**src/rtl/membus_arbiter_if.sv**
```systemverilog
// Video memory bus bundle: CPU byte port, two read-only layer ports, RAM/ROM ports.
// No latency of its own; it only carries wires.
// Initiators hold requests until ack; the arbiter side never stalls an ack.
interface membus_arbiter_if;
  // CPU register-bus port
  logic [17:0] cpu_addr;
  logic [7:0]  cpu_wrdata;
  logic        cpu_write;
  logic        cpu_strobe;
  logic        cpu_ack;
  logic [7:0]  cpu_rddata;
  // layer renderer ports (read-only)
  logic [17:0] l0_addr;
  logic        l0_strobe;
  logic        l0_ack;
  logic [17:0] l1_addr;
  logic        l1_strobe;
  logic        l1_ack;
  logic [31:0] bus_rddata;
  // memory side
  logic [14:0] ram_addr;
  logic [31:0] ram_wrdata;
  logic [3:0]  ram_bytesel;
  logic        ram_write;
  logic [31:0] ram_rddata;
  logic [9:0]  rom_addr;
  logic [31:0] rom_rddata;

  // arbiter side
  modport slave (
    input  cpu_addr, cpu_wrdata, cpu_write, cpu_strobe,
    input  l0_addr, l0_strobe, l1_addr, l1_strobe,
    input  ram_rddata, rom_rddata,
    output cpu_ack, cpu_rddata, l0_ack, l1_ack, bus_rddata,
    output ram_addr, ram_wrdata, ram_bytesel, ram_write, rom_addr
  );

  // initiator / memory-model side
  modport master (
    output cpu_addr, cpu_wrdata, cpu_write, cpu_strobe,
    output l0_addr, l0_strobe, l1_addr, l1_strobe,
    output ram_rddata, rom_rddata,
    input  cpu_ack, cpu_rddata, l0_ack, l1_ack, bus_rddata,
    input  ram_addr, ram_wrdata, ram_bytesel, ram_write, rom_addr
  );
endinterface

```
**src/rtl/membus_arbiter.sv**
```systemverilog
// Single-grant arbiter/responder for video RAM + char ROM shared by CPU and two layers.
// Grant is combinational in cycle N; ack and read data appear in cycle N+1 only.
// No backpressure: a granted access always completes; starving layers preempt the CPU.
module membus_arbiter #(
  parameter int STARVE_LIMIT = 4
) (
  input  logic             clk25,
  input  logic             reset,
  membus_arbiter_if.slave  bus
);

  typedef enum logic [1:0] {GNT_NONE, GNT_CPU, GNT_L0, GNT_L1} gnt_t;
  typedef enum logic [1:0] {SEL_NONE, SEL_RAM, SEL_ROM} sel_t;

  localparam logic [3:0] LIMIT = 4'(STARVE_LIMIT);

  // registered state: what was granted last cycle and how to return its data
  gnt_t       gnt_q, gnt_d;
  sel_t       sel_q, sel_d;
  logic [1:0] lane_q, lane_d;
  logic       rr_q, rr_d;        // last granted layer: 0 = l0, 1 = l1
  logic [3:0] wait0_q, wait0_d;
  logic [3:0] wait1_q, wait1_d;

  logic        elig_cpu, elig0, elig1;
  logic        starve0, starve1;
  logic [17:0] gaddr;
  logic [31:0] rd_word;
  logic [7:0]  cpu_byte;

  // A port just granted must sit out one cycle, so its strobe in the ack cycle is ignored.
  always_comb begin
    elig_cpu = bus.cpu_strobe && (gnt_q != GNT_CPU);
    elig0    = bus.l0_strobe  && (gnt_q != GNT_L0);
    elig1    = bus.l1_strobe  && (gnt_q != GNT_L1);
    starve0  = elig0 && (wait0_q == LIMIT);
    starve1  = elig1 && (wait1_q == LIMIT);
  end

  // Grant priority: starving layer, then CPU, then any layer; ties between layers go round-robin.
  always_comb begin
    gnt_d = GNT_NONE;
    if (starve0 || starve1) begin
      if (starve0 && starve1)
        gnt_d = rr_q ? GNT_L0 : GNT_L1;
      else
        gnt_d = starve0 ? GNT_L0 : GNT_L1;
    end else if (elig_cpu) begin
      gnt_d = GNT_CPU;
    end else if (elig0 || elig1) begin
      if (elig0 && elig1)
        gnt_d = rr_q ? GNT_L0 : GNT_L1;
      else
        gnt_d = elig0 ? GNT_L0 : GNT_L1;
    end
  end

  // Route the granted address and decode which memory it targets.
  always_comb begin
    gaddr = '0;
    case (gnt_d)
      GNT_CPU: gaddr = bus.cpu_addr;
      GNT_L0:  gaddr = bus.l0_addr;
      GNT_L1:  gaddr = bus.l1_addr;
      default: gaddr = '0;
    endcase
    sel_d  = SEL_NONE;
    if (gnt_d != GNT_NONE) begin
      if (!gaddr[17])
        sel_d = SEL_RAM;
      else if (gaddr[17:12] == 6'b100000)
        sel_d = SEL_ROM;
    end
    lane_d = gaddr[1:0];
  end

  // Round-robin pointer follows the last layer actually granted.
  always_comb begin
    rr_d = rr_q;
    if (gnt_d == GNT_L0)
      rr_d = 1'b0;
    else if (gnt_d == GNT_L1)
      rr_d = 1'b1;
  end

  // Wait counters: count lost eligible cycles, saturate at the limit, hold through ack cycles.
  always_comb begin
    wait0_d = wait0_q;
    if (!bus.l0_strobe || gnt_d == GNT_L0)
      wait0_d = '0;
    else if (elig0 && wait0_q < LIMIT)
      wait0_d = wait0_q + 4'd1;

    wait1_d = wait1_q;
    if (!bus.l1_strobe || gnt_d == GNT_L1)
      wait1_d = '0;
    else if (elig1 && wait1_q < LIMIT)
      wait1_d = wait1_q + 4'd1;
  end

  // State register; reset drops any pending ack and points round-robin at l1.
  always_ff @(posedge clk25 or posedge reset) begin
    if (reset) begin
      gnt_q   <= GNT_NONE;
      sel_q   <= SEL_NONE;
      lane_q  <= 2'd0;
      rr_q    <= 1'b1;
      wait0_q <= 4'd0;
      wait1_q <= 4'd0;
    end else begin
      gnt_q   <= gnt_d;
      sel_q   <= sel_d;
      lane_q  <= lane_d;
      rr_q    <= rr_d;
      wait0_q <= wait0_d;
      wait1_q <= wait1_d;
    end
  end

  // Memory-side drive: addresses and byte select are zero when nothing is granted.
  assign bus.ram_addr    = gaddr[16:2];
  assign bus.rom_addr    = gaddr[11:2];
  assign bus.ram_bytesel = (gnt_d != GNT_NONE) ? (4'b0001 << gaddr[1:0]) : 4'b0000;
  assign bus.ram_wrdata  = {4{bus.cpu_wrdata}};
  assign bus.ram_write   = (gnt_d == GNT_CPU) && bus.cpu_write && (sel_d == SEL_RAM);

  // Return path: memories answer one cycle later, steered by the registered select.
  always_comb begin
    rd_word = 32'd0;
    if (sel_q == SEL_RAM)
      rd_word = bus.ram_rddata;
    else if (sel_q == SEL_ROM)
      rd_word = bus.rom_rddata;
  end

  // CPU sees only the byte lane it addressed.
  always_comb begin
    cpu_byte = 8'd0;
    case (lane_q)
      2'd0: cpu_byte = rd_word[7:0];
      2'd1: cpu_byte = rd_word[15:8];
      2'd2: cpu_byte = rd_word[23:16];
      2'd3: cpu_byte = rd_word[31:24];
      default: cpu_byte = 8'd0;
    endcase
  end

  assign bus.cpu_ack    = (gnt_q == GNT_CPU);
  assign bus.l0_ack     = (gnt_q == GNT_L0);
  assign bus.l1_ack     = (gnt_q == GNT_L1);
  assign bus.cpu_rddata = cpu_byte;
  assign bus.bus_rddata = rd_word;

  // Only one initiator can be acknowledged per cycle.
  ack_onehot: assert property (@(posedge clk25) disable iff (reset)
    $onehot0({bus.cpu_ack, bus.l0_ack, bus.l1_ack}));

  // Writes only ever come from a CPU grant.
  write_from_cpu: assert property (@(posedge clk25) disable iff (reset)
    bus.ram_write |-> (bus.cpu_strobe && bus.cpu_write));

endmodule
```
**src/flat_wrapper.sv**
```systemverilog
// flat-port wrapper written by rule: the top's interface ports become plain ports
module membus_arbiter_flat 
#(
  parameter int STARVE_LIMIT = 4
)
  (clk25, reset, bus_cpu_addr, bus_cpu_wrdata, bus_cpu_write, bus_cpu_strobe, bus_l0_addr, bus_l0_strobe, bus_l1_addr, bus_l1_strobe, bus_ram_rddata, bus_rom_rddata, bus_cpu_ack, bus_cpu_rddata, bus_l0_ack, bus_l1_ack, bus_bus_rddata, bus_ram_addr, bus_ram_wrdata, bus_ram_bytesel, bus_ram_write, bus_rom_addr);
  membus_arbiter_if bus_i ();
  input  logic clk25;
  input  logic reset;
  input wire logic [$bits(bus_i.cpu_addr)-1:0] bus_cpu_addr;
  input wire logic [$bits(bus_i.cpu_wrdata)-1:0] bus_cpu_wrdata;
  input wire logic [$bits(bus_i.cpu_write)-1:0] bus_cpu_write;
  input wire logic [$bits(bus_i.cpu_strobe)-1:0] bus_cpu_strobe;
  input wire logic [$bits(bus_i.l0_addr)-1:0] bus_l0_addr;
  input wire logic [$bits(bus_i.l0_strobe)-1:0] bus_l0_strobe;
  input wire logic [$bits(bus_i.l1_addr)-1:0] bus_l1_addr;
  input wire logic [$bits(bus_i.l1_strobe)-1:0] bus_l1_strobe;
  input wire logic [$bits(bus_i.ram_rddata)-1:0] bus_ram_rddata;
  input wire logic [$bits(bus_i.rom_rddata)-1:0] bus_rom_rddata;
  output wire logic [$bits(bus_i.cpu_ack)-1:0] bus_cpu_ack;
  output wire logic [$bits(bus_i.cpu_rddata)-1:0] bus_cpu_rddata;
  output wire logic [$bits(bus_i.l0_ack)-1:0] bus_l0_ack;
  output wire logic [$bits(bus_i.l1_ack)-1:0] bus_l1_ack;
  output wire logic [$bits(bus_i.bus_rddata)-1:0] bus_bus_rddata;
  output wire logic [$bits(bus_i.ram_addr)-1:0] bus_ram_addr;
  output wire logic [$bits(bus_i.ram_wrdata)-1:0] bus_ram_wrdata;
  output wire logic [$bits(bus_i.ram_bytesel)-1:0] bus_ram_bytesel;
  output wire logic [$bits(bus_i.ram_write)-1:0] bus_ram_write;
  output wire logic [$bits(bus_i.rom_addr)-1:0] bus_rom_addr;
  assign bus_i.cpu_addr = bus_cpu_addr;
  assign bus_i.cpu_wrdata = bus_cpu_wrdata;
  assign bus_i.cpu_write = bus_cpu_write;
  assign bus_i.cpu_strobe = bus_cpu_strobe;
  assign bus_i.l0_addr = bus_l0_addr;
  assign bus_i.l0_strobe = bus_l0_strobe;
  assign bus_i.l1_addr = bus_l1_addr;
  assign bus_i.l1_strobe = bus_l1_strobe;
  assign bus_i.ram_rddata = bus_ram_rddata;
  assign bus_i.rom_rddata = bus_rom_rddata;
  assign bus_cpu_ack = bus_i.cpu_ack;
  assign bus_cpu_rddata = bus_i.cpu_rddata;
  assign bus_l0_ack = bus_i.l0_ack;
  assign bus_l1_ack = bus_i.l1_ack;
  assign bus_bus_rddata = bus_i.bus_rddata;
  assign bus_ram_addr = bus_i.ram_addr;
  assign bus_ram_wrdata = bus_i.ram_wrdata;
  assign bus_ram_bytesel = bus_i.ram_bytesel;
  assign bus_ram_write = bus_i.ram_write;
  assign bus_rom_addr = bus_i.rom_addr;
  membus_arbiter #(.STARVE_LIMIT(STARVE_LIMIT)) u_core (.clk25(clk25), .reset(reset), .bus(bus_i));
endmodule
```
**config.mk**
```make
export PLATFORM = sky130hd
export DESIGN_NAME = membus_arbiter_flat
export DESIGN_NICKNAME = d
export VERILOG_FILES = /design/src/rtl/membus_arbiter_if.sv /design/src/rtl/membus_arbiter.sv /design/src/flat_wrapper.sv
export SDC_FILE = /design/constraint.sdc
export NUM_CORES = 1
export LEC_CHECK = 0
export ABC_AREA = 0
export CAP_MARGIN = 15
export CORE_AREA = 2 2 92 94
export DETAILED_ROUTE_END_ITERATION = 8
export DIE_AREA = 0 0 94 96
export PLACE_DENSITY_LB_ADDON = 0.15
export SETUP_SLACK_MARGIN = 0.3
export SLEW_MARGIN = 10
export SYNTH_ARGS = -nofsm -noshare
export SYNTH_HDL_FRONTEND = slang
export SYNTH_SLANG_ARGS = --single-unit
```
**constraint.sdc**
```tcl
create_clock -name clk25 -period 3.4 [get_ports clk25]
set_clock_uncertainty 0.15 [all_clocks]
set_input_delay 0.34 -clock clk25 [delete_from_list [all_inputs] [get_ports clk25]]
set_output_delay 0.34 -clock clk25 [all_outputs]
set_load 0.005 [all_outputs]
```
---- After elaboration in Yosys (flattened, before gate mapping) ----
Cells that the tools add are included.
cells by class
  $add $sub $neg .......................... 2
  $lt $le $gt $ge ......................... 2
  eq/ne operators ......................... 18
  shift-type cells ........................ 1
  muxes and demuxes ....................... 22
  reduce and logical (&&, ||, !) cells .... 22
operator list
  operator                                              number
  2-to-1 mux 32 bit                                     2
  one-hot mux 18 bit (3 select lines)                   1
  one-hot mux 8 bit (4 select lines)                    1
  2-to-1 mux 4 bit                                      5
  2-to-1 mux 2 bit                                      8
  equality test 2 bit (second input constant)           7
  logical AND 1 bit                                     11
  equality test 2 x 1 -> 1 bit (second input constant)  5
  adder 4 x 1 -> 4 bit (second input constant)          2
  equality test 4 x 3 -> 1 bit (second input constant)  2
  < comparator 4 x 3 -> 1 bit (second input constant)   2
  nonzero test 2 bit                                    4
  equality test 6 bit (second input constant)           1
  2-to-1 mux 1 bit                                      5
  logical OR 1 bit                                      4
  != test 2 bit (second input constant)                 2
  << shifter 1 x 2 -> 4 bit (first input constant)      1
  logical NOT 1 bit                                     2
  logical NOT 2 bit                                     1
  != test 2 x 1 -> 1 bit (second input constant)        1
word-level totals
  bits in registers ....................... 15

---- Logic depth before layout (Yosys ltp) ----
Gate-level depths: netlist of the first run.
  word-level depth ........................ 15
  mapped depth ............................ 11
  depth with buffers taken out ............ 10

---- Worst setup path before layout of the first run ----
No wires, ideal clock.
  path kind ............................... flip-flop to output port
  start ................................... register u_core.gnt_q[1]
  end ..................................... output bus_ram_addr[2]
  arrival ................................. 2176 ps
  required time ........................... 2910 ps
  slack ................................... 734 ps
  cell stages (with the launch flop) ...... 10
  path buffers ............................ 3
  cell sequence ........................... dfrtp_1 > and2_4 > or3b_4 > o32ai_4 > and2_1 > buf_6 > buf_2 > nand2_1 > o21ai_0 > buf_4
between the ends
  word-level cells in the longest chain between the ends .. 9
RTL lines
  what                                                                 line                                        RTL
  start, declared                                                      membus_arbiter.sv:18                        gnt_t gnt_q, gnt_d;
  start signal, assigned                                               membus_arbiter.sv:111                       gnt_q <= gnt_d;
  != test 2 bit, on equally long branches                              membus_arbiter.sv:34, membus_arbiter.sv:35
  logical AND 1 bit, on equally long branches                          membus_arbiter.sv:34, membus_arbiter.sv:35
  2-to-1 mux 1 bit or logical AND 1 bit (tied branches)                membus_arbiter.sv:54, membus_arbiter.sv:51
  2-to-1 mux 2 bit                                                     membus_arbiter.sv:51                        if (elig0 && elig1)
  2-to-1 mux 2 bit                                                     membus_arbiter.sv:50                        end else if (elig0 || elig1) begin
  2-to-1 mux 2 bit                                                     membus_arbiter.sv:48                        end else if (elig_cpu) begin
  2-to-1 mux 2 bit (*)                                                 membus_arbiter.sv:43                        if (starve0 || starve1) begin
  equality test 2 bit or equality test 2 x 1 -> 1 bit (tied branches)  membus_arbiter.sv:61                        case (gnt_d)
  one-hot mux 18 bit (3 select lines) (*)                              membus_arbiter.sv:61
  end, declared                                                        flat_wrapper.sv:25                          output wire logic [$bits(bus_i.ram_addr)-1:0] bus_ram_addr;
Every way passes the cells marked *; elsewhere a longest branch is shown, timed or not.

---- Final worst setup path of the first run ----
  start ................................... register u_core.gnt_q[0]
  end ..................................... output bus_ram_addr[12]
The elaborated chain is that of the path after synthesis.

==> impl_metrics.ini, run 1 <==
[status]
status = finished, final reports clean

[place]
numPortBuffers = 196
gp_congestion = 0.781
place_hpwl_um = 7300
place_ws_ns = -0.0302
post_dp_cell_area_um2 = 3910

[synth]
yosysUniqueCellTypes = 39
synth_area_leaders = buf_4, dfrtp_1, a22o_1
synthXorXnorAreaFrac_pct = 0.815
yosys_warnings = 0
synth_top_cell_by_area = buf_4
synth_top_area_share_pct = 19.9
synth_area_um2 = 2150
synth_nets = 384
synth-compound-area-share_pct = 22.8
synthMuxAreaShare_pct = 17.2
synth_top_family_by_area = buffers and inverters
synthCells = 248
ys_seq_area_share_pct = 17.5
synth-seq-cells = 15
avgSynthCellArea_um2 = 8.66
synthSimpleGateAreaFrac_pct = 13.7
synth_fa_ha_area_share_pct = 2.33

[sta]
min_period_ns = 3.01
setup_viol = 0
fin_crit_sh_pct = 88.6
fin_hold_ws_ns = 0.321
slew_headroom_pct = 59.6
worst_pin_slew_ns = 0.605
grt_setup_unrepaired = true
drv_slew = 0
fin_ws_ns = 0.386
hold_viol = 0
fmax_mhz = 332

[power_and_ir_drop]
powerDensity_nw_per_um2 = 620
power.total_mw = 2.50
power_leakage_nw = 1.75
ir_drop_v = 0.000253

[floorplan]
dieArea_um2 = 9020
start_util_pct = 26.7
rows = 33
core_um2 = 8050
die_height_um = 96
die_w_um = 94
io_pins = 237

[worst_setup_path]
startpoint_type = flop
worstSetupPathType = reg -> out
cp_data_arrival_time_ns = 2.52
reg2reg_from = u_core.gnt_q[0]
worstSetupStartpoint = u_core.gnt_q[0]
cp_data_required_time_ns = 2.91
cp_max_fo = 9
cp-end-kind = output pin

[routing]
routedWlPerCell_um = 17.2
routed_wl_um = 8710
drt_iter0_markers = 66
vias = 2359
via_per_inst = 4.64
ant_nets = 0
drc_errors = 0
dr.pass1.iters = 4

[layout]
area_delta_synth_final_pct = 87.7
drive_gt1_share_pct = 14.4
num_antenna_cells = 0
fin_area_um2 = 4030
utilization_pct = 50.1
mostFrequentLayoutCells = clkdlybuf4s50_1, a22o_1, dlygate4sd2_1
nets = 540
layout_commonest_cell = clkdlybuf4s50_1

[clock_tree]
cts_made_buffers = 3
tritoncts = done
cts.clk_slew.worst_paths_ns = 0.06
cts_sinks = 15
ctsHoldBuffers = 0
htreeDepth = 1
cts_buffer_depth = 2
cts_root_buffer = clkbuf_8
insertion_delay_ns = 0.24

[worst_hold_path]
hold_class = in -> async

[grt]
grt_pass1_wl_um = 12100
grt_max_degree = 33
overflow = 0
grt_usage_pct = 17.3
first_global_vias = 2328
antenna_found_initial = 0

[flow_run]
maxCapViolCount = 0
[through the flow]
| step | std cells | setup TNS (ns) |
|---|---|---|
| 2_1_floorplan | 248 | 0 |
| 3_3_place_gp | 496 | -0.00201 |
| 3_5_place_dp | 496 | -0.0302 |
| 4_1_cts | 506 | 0 |
| 5_1_grt | 508 | 0 |
| 6_report | 508 | 0 |
[worst max-delay path: stages, from the launching register on]
cell	delay, ns
dfrtp_1	0.40
and2_4	0.16
or3b_4	0.38
o32ai_4	0.35
buf_6	0.16
buf_4	0.11
buf_12	0.13
mux2i_1	0.22
o2bb2ai_2	0.09
dlygate4sd2_1	0.28
[kinds of logic after synthesis]
logic type,count (synthesis)
buffers and inverters,82
AOI/OAI and AO/OA,60
and+or+nand+nor,58
muxes,27
DFF,15
adders and majority gates,4
xor gates and xnor gates,2
[synthesized netlist by cell type (all sizes together)]
library cell   n
a21o           1
a21oi          2
a222oi         1
a22o          32
a311oi         1
and2           3
and2b          1
and3           2
buf           64
clkbuf         9
dfrtp         14
dfstp          1
ha             4
inv            9
mux2i         19
mux4           8
nand2         23
nand2b         1
nand3          1
nor2          11
nor2b          7
nor3           3
nor3b          1
nor4           1
nor4b          2
o21ai         18
o2bb2ai        4
o32ai          1
or2            1
or3b           1
xnor2          2
[power breakdown]
part | switching [mW] | internal [mW] | leakage, nW
logic | 0.800 | 1.24 | 1.53
registers | 0.0791 | 0.231 | 0.195
clock network | 0.0602 | 0.0829 | 0.0228
[state kept, by name, indices dropped and copies added, names as in the netlist]
register and count:
u_core.sel_q 2, u_core.wait1_q 4, u_core.wait0_q 4, u_core.lane_q 2, u_core.gnt_q 2, u_core.rr_q 1
[per-layer routing]
metal | GRT usage (%) | up-vias | wire length, um
met4 | 2.54 | 0 | 27
li1 | - | 1137 | -
met3 | 5.48 | 2 | 876
met1 | 20.0 | 1085 | 3380
met5 | 0 | - | 0
met2 | 32.1 | 135 | 4430
[worst paths after layout]
check | to | slack, ns | depth (start not counted)
worst max register to register | u_core.sel_q[1] | 0.55 | 11
min in group clk25 | u_core.rr_q | 0.32 | 2
max in group asynchronous | u_core.gnt_q[1] | 2.38 | 2
worst max-delay path | bus_ram_addr[12] | 0.39 | 9
worst min register to register | u_core.rr_q | 0.32 | 2
worst min-delay path | u_core.sel_q[0] | 0.32 | 2
[layout make-up]
cell class                 instances  area (um^2)
tap                              105          131
inverter                           9         33.8
clock buffer                       4         45.0
fill                             813         4020
multi-input combinational        151         1280
sequential                        15          377
timing repair buffer             224         2160
[repair_timing]
action,4_1_cts,5_1_grt
setup endpoints to repair,30,8
pin swaps,4,3
resized for setup,42,11
setup buffers,6,2
Power figures use the tool's default switching activity.
==> inputs of run 2 (changes only) <==
--- a/config.mk
+++ b/config.mk
@@ -11,6 +11,7 @@
 export DETAILED_ROUTE_END_ITERATION = 8
 export DIE_AREA = 0 0 94 96
 export PLACE_DENSITY_LB_ADDON = 0.15
+export REMOVE_ABC_BUFFERS = 1
 export SETUP_SLACK_MARGIN = 0.3
 export SLEW_MARGIN = 10
 export SYNTH_ARGS = -nofsm -noshare
==> run 2 against run 1 <==
Count of clock-buffer cells in the layout is 1 lower. Worst setup slack worse by 0.19 ns. Flip-flop and latch count unchanged. Critical path type unchanged. Hold slack got worse by 0.025 ns. Combinational power grew 3%. First-iteration DRC count up 15%. Critical path depth down 1. Global-route usage increased by 0.89 points. Total power is 3.1% higher. Sequential share of layout area decreased by 0.20 points. Largest cell class unchanged. Sequential power up 3%.
==> impl_metrics.ini, run 2 (synthesis gave the netlist of run 1 again) <==
[grt]
grt_max_degree = 28
grt_pass1_wl_um = 12600
overflow = 0
antenna_found_initial = 0
first_global_vias = 2470
grt_usage_pct = 18.2

[layout]
utilization_pct = 51.4
fillCellCount = 789
mostFrequentLayoutCells = clkdlybuf4s50_1, a22o_1, nand2_1, buf_4, dlymetal6s2s_1
fin_area_um2 = 4140
num_antenna_cells = 0
multi_input_area_um2 = 1300
nets = 540
area_delta_synth_final_pct = 92.5
reg.largest.list = u_core.wait0_q: 4 flops, u_core.wait1_q: 4 flops
layout_commonest_cell = clkdlybuf4s50_1
ff_latch_area_um2 = 378
drive_gt1_share_pct = 15.4

[sta]
min_period_ns = 3.21
fin_crit_sh_pct = 94.3
setup_viol = 0
drv_slew = 0
slew_headroom_pct = 60.5
worst_pin_slew_ns = 0.587
grt_setup_unrepaired = true
hold_viol = 0
fmax_mhz = 312

[clock_tree]
ctsHoldBuffers = 0
htreeDepth = 1
cts_sinks = 15
cts_root_buffer = clkbuf_8
cts_made_buffers = 3
cts_buffer_depth = 2
insertion_delay_ns = 0.25
tritoncts = done
cts.clk_slew.worst_paths_ns = 0.06

[worst_setup_path]
cp_data_arrival_time_ns = 2.72
cp-end-kind = output pin
worstSetupPathType = reg -> out
cp_data_required_time_ns = 2.91
cp_max_fo = 7
timing.rr.end = u_core.sel_q[1]
reg2reg_from = u_core.gnt_q[1]
r2r_cells = 10
reg2reg_slack_ns = 0.47
startpoint_type = flop

[floorplan]
core_um2 = 8050
die_w_um = 94
io_pins = 237
die_height_um = 96
dieArea_um2 = 9020
rows = 33
start_util_pct = 26.7

[worst_hold_path]
hold_class = in -> async

[routing]
dr.pass1.iters = 5
drt_iter0_markers = 76
drc_errors = 0
vias = 2448
routedWlPerCell_um = 17.7
ant_nets = 0
via_per_inst = 4.82
routed_wl_um = 9000

[power_and_ir_drop]
ir_drop_v = 0.000283
netSwitchingFraction_pct = 37.0
power.total_mw = 2.58
p_clk_share_pct = 5.7
p_sw_mw = 0.952
p_int_mw = 1.62
powerDensity_nw_per_um2 = 623
power_leakage_nw = 1.92
p_comb_share_pct = 81.9
p_seq_share_pct = 12.4

[place]
numPortBuffers = 196
gp_congestion = 0.795
post_dp_cell_area_um2 = 3890
place_hpwl_um = 7320

[flow_run]
maxCapViolCount = 0

[status]
status = finished, final reports clean
-- run 2: cell count changes in the layout (fill, tap and decap cells not counted), moves of 2 or more --
cell / previous run / this run
dlygate4sd2_1: 26 / 5
dlymetal6s2s_1: 3 / 21
clkdlybuf4s50_1: 165 / 168
buf_6: 4 / 2
-- run 2: metal layers --
layer  routed length [um]  GRT usage, %  share of wire, %  vias to the layer above
met4                   14          1.33              0.16                        0
met3                 1420          12.8                16                        2
met2                 4310          30.9                48                      167
li1                     -             -                 -                     1137
met5                    0          1.79                 0                        -
met1                 3250          19.4                36                     1142
-- run 2: repair_timing --
item / 4_1_cts / 5_1_grt
pin swaps: 1 / 7
cloned: 0 / 1
buffers inserted: 4 / 6
endpoints found under the setup margin: 31 / 30
gates resized for setup: 11 / 41
-- run 2: final cells by class --
| cell class | count | share of cell area, % |
|---|---|---|
| clock inverter | 1 | 0.182 |
| multi-input combinational | 151 | 31.4 |
| timing repair buffer | 224 | 54.3 |
| inverter | 9 | 0.817 |
| sequential | 15 | 9.14 |
| tap | 105 | 3.18 |
| clock buffer | 3 | 0.998 |
-- run 2: worst max-delay path, cell delays in order (launching register included) --
cell and delay [ns]:
dfrtp_2 0.44, and2_4 0.18, or3b_4 0.39, o32ai_4 0.32
buf_6 0.18, mux2i_1 0.09, o21ai_2 0.21, and2_1 0.15
clkdlybuf4s50_1 0.51
-- run 2: worst max path at each step --
stage               cells after the start                  to               from
detailed placement                      8  bus_ram_bytesel[0]      bus_l1_strobe
global placement                        8  bus_ram_bytesel[0]      bus_l1_strobe
CTS                                     8     bus_ram_addr[7]    u_core.gnt_q[1]
finish                                  8  bus_ram_bytesel[3]    u_core.gnt_q[1]
global route                            8     bus_rom_addr[7]    u_core.gnt_q[1]
floorplan                               9  bus_ram_bytesel[1]  u_core.wait1_q[0]
-- run 2: metrics by stage --
stage | hold WS [ns] | setup TNS, ns | cells | setup WS, ns
finish | 0.296 | 0 | 508 | 0.194
global route | 0.356 | 0 | 508 | 0.0553
CTS | 0.313 | 0 | 501 | 0.119
detailed placement | 0.312 | -0.311 | 493 | -0.132
global placement | 0.317 | -0.0769 | 493 | -0.0769
floorplan | 0.0908 | -1.53 | 175 | -0.198
-- run 2: power groups by stage --
stage          Sequential (mW)  Clock, mW  Combinational (mW)
5_1_grt                  0.331      0.157                2.28
6_report                 0.319      0.148                2.11
3_3_place_gp             0.322          0                2.03
2_1_floorplan            0.290          0               0.823
3_5_place_dp             0.323          0                2.03
4_1_cts                  0.318      0.150                2.07
==> inputs of run 3 (changes only) <==
--- a/config.mk
+++ b/config.mk
@@ -7,9 +7,9 @@
 export LEC_CHECK = 0
 export ABC_AREA = 0
 export CAP_MARGIN = 15
-export CORE_AREA = 2 2 92 94
+export CORE_MARGIN = 3
+export CORE_UTILIZATION = 29
 export DETAILED_ROUTE_END_ITERATION = 8
-export DIE_AREA = 0 0 94 96
 export PLACE_DENSITY_LB_ADDON = 0.15
 export REMOVE_ABC_BUFFERS = 1
 export SETUP_SLACK_MARGIN = 0.3
==> run 3 against run 2 <==
Clock power fell by 5%. Count of clock-buffer cells in the layout is the same. Cell count down 1.4%. Register-to-register slack better by 0.10 ns. Worst setup slack improved by 0.12 ns. Flip-flop and latch count stayed put. Via count is 1.8% lower. Global-route usage increased by 2.2 points. Die area decreased by 6.1%. Highest routed layer unchanged.
==> impl_metrics.ini, run 3 (synthesis gave the netlist of run 1 again) <==
[layout]
reg.largest.list = u_core.wait0_q: 4 flops, u_core.wait1_q: 4 flops
multi_input_area_um2 = 1280
mostFrequentLayoutCells = clkdlybuf4s50_1, a22o_1, buf_4
final_cells = 501
num_antenna_cells = 0
nets = 542
ff_latch_area_um2 = 378
layout_commonest_cell = clkdlybuf4s50_1
area_delta_synth_final_pct = 87.6
fillCellCount = 653
drive_gt1_share_pct = 17.3
fin_area_um2 = 4030

[sta]
worst_pin_slew_ns = 0.551
setup_viol = 0
slew_headroom_pct = 63.2
hold_viol = 0
grt_setup_unrepaired = true
drv_slew = 0
fmax_mhz = 324
min_period_ns = 3.09
fin_ws_ns = 0.309
fin_setup_tns_ns = 0
fin_crit_sh_pct = 90.9

[routing]
routedWlPerCell_um = 18.0
routed_wl_um = 9020
via_per_inst = 4.80
ant_nets = 0
vias = 2404
dr.pass1.iters = 4
drt_iter0_markers = 104
drc_errors = 0

[power_and_ir_drop]
power.total_mw = 2.51
ir_drop_v = 0.000324
powerDensity_nw_per_um2 = 622
power_leakage_nw = 1.76

[grt]
antenna_found_initial = 0
grt_max_degree = 33
grt_usage_pct = 20.4
met1_usage_pct = 21.9
grt_use_met2_pct = 34.5
first_global_vias = 2512
overflow = 0
grt_pass1_wl_um = 13500
use_met3_pct = 12.8
grt_busiest_layer = met2

[status]
status = finished, final reports clean

[place]
gp_congestion = 0.814
numPortBuffers = 196
post_dp_cell_area_um2 = 3850
dp_cells = 484
place_hpwl_um = 7480
place_ws_ns = -0.0358

[clock_tree]
htreeDepth = 1
cts_root_buffer = clkbuf_8
insertion_delay_ns = 0.24
cts_made_buffers = 3
tritoncts = done
cts_buffer_depth = 2
cts.clk_slew.worst_paths_ns = 0.06
ctsHoldBuffers = 0
cts_sinks = 15

[worst_setup_path]
startpoint_type = flop
cp_max_fo = 8
r2r_cells = 12
crit_path_max_incr_delay_ns = 0.45
critical-path-slowest-cell = clkdlybuf4s50_1
reg2reg_from = u_core.gnt_q[1]
reg2reg_slack_ns = 0.57
crit_chain = inv_1 > ha_1 > nand2_2 > nor3_2 > buf_4 > a311oi_4 > buf_6 > clkinvlp_4 > nand2_1 > nand3_1 > o21ai_0 > nor2_1 > clkdlybuf4s50_1
worstSetupPathType = reg -> out
cp_data_arrival_time_ns = 2.60
cp_data_required_time_ns = 2.91
timing.rr.end = u_core.sel_q[1]
cp-end-kind = output pin

[worst_hold_path]
hold_class = in -> async

[floorplan]
die_height_um = 92.1
start_util_pct = 30.8
io_pins = 237
core_um2 = 6980
rows = 30
die_w_um = 92.1
dieArea_um2 = 8480

[flow_run]
maxCapViolCount = 0
-- run 3: layout make-up --
cell class / instances / area share (%)
Timing Repair Buffer: 226 / 53.7
Multi-Input combinational cell: 151 / 31.9
Sequential cell: 15 / 9.38
Tap cell: 96 / 2.98
Clock buffer: 3 / 1.02
Inverter: 9 / 0.931
Clock inverter: 1 / 0.124
-- run 3: power breakdown --
group | switching [mW] | internal [mW] | total, mW
Sequential | 0.0752 | 0.232 | 0.307
Clock | 0.0596 | 0.0810 | 0.141
Combinational | 0.795 | 1.26 | 2.06
Total | 0.930 | 1.58 | 2.51
-- run 3: per-layer routing --
layer,part of all wire (%),wire length [um],up-vias
li1,-,-,1144
met1,36,3210,1080
met2,47,4270,174
met3,16,1460,6
met4,0.79,71,0
met5,0,0,-
-- run 3: worst max-delay path by stage --
stage / start / depth (start not counted) / end
after floorplan: u_core.wait1_q[0] / 9 / bus_ram_bytesel[1]
after global placement: bus_l1_strobe / 8 / bus_ram_write
after detailed placement: bus_l1_strobe / 8 / bus_ram_write
after CTS: u_core.gnt_q[1] / 8 / bus_ram_write
after global routing: u_core.wait0_q[0] / 13 / bus_ram_addr[10]
final: u_core.wait0_q[0] / 13 / bus_ram_addr[10]
-- run 3: worst max-delay path, delay by kind of cell (launching register included) --
family                     cells  cell delay [ns]
adders and majority gates      1             0.21
AOI/OAI and AO/OA              2             0.42
and+or+nand+nor                5             0.38
DFF                            1             0.38
buffers and inverters          5             0.97
-- run 3: metrics by stage --
| step | hold WS (ns) | utilization (%) |
|---|---|---|
| after floorplan | 0.0908 | - |
| after global placement | 0.308 | 55.2 |
| after CTS | 0.317 | 56.5 |
| after global routing | 0.345 | 57.7 |
| final | 0.293 | 57.7 |
| after detailed placement | 0.309 | 55.2 |
-- run 3: repair_timing --
action                                  4_1_cts  5_1_grt
gates resized for setup                      38       26
gates cloned                                  0        0
endpoints found under the setup margin       30       12
hold endpoints to repair                      0        0
pin swaps                                     2        7
setup buffers                                 6        7
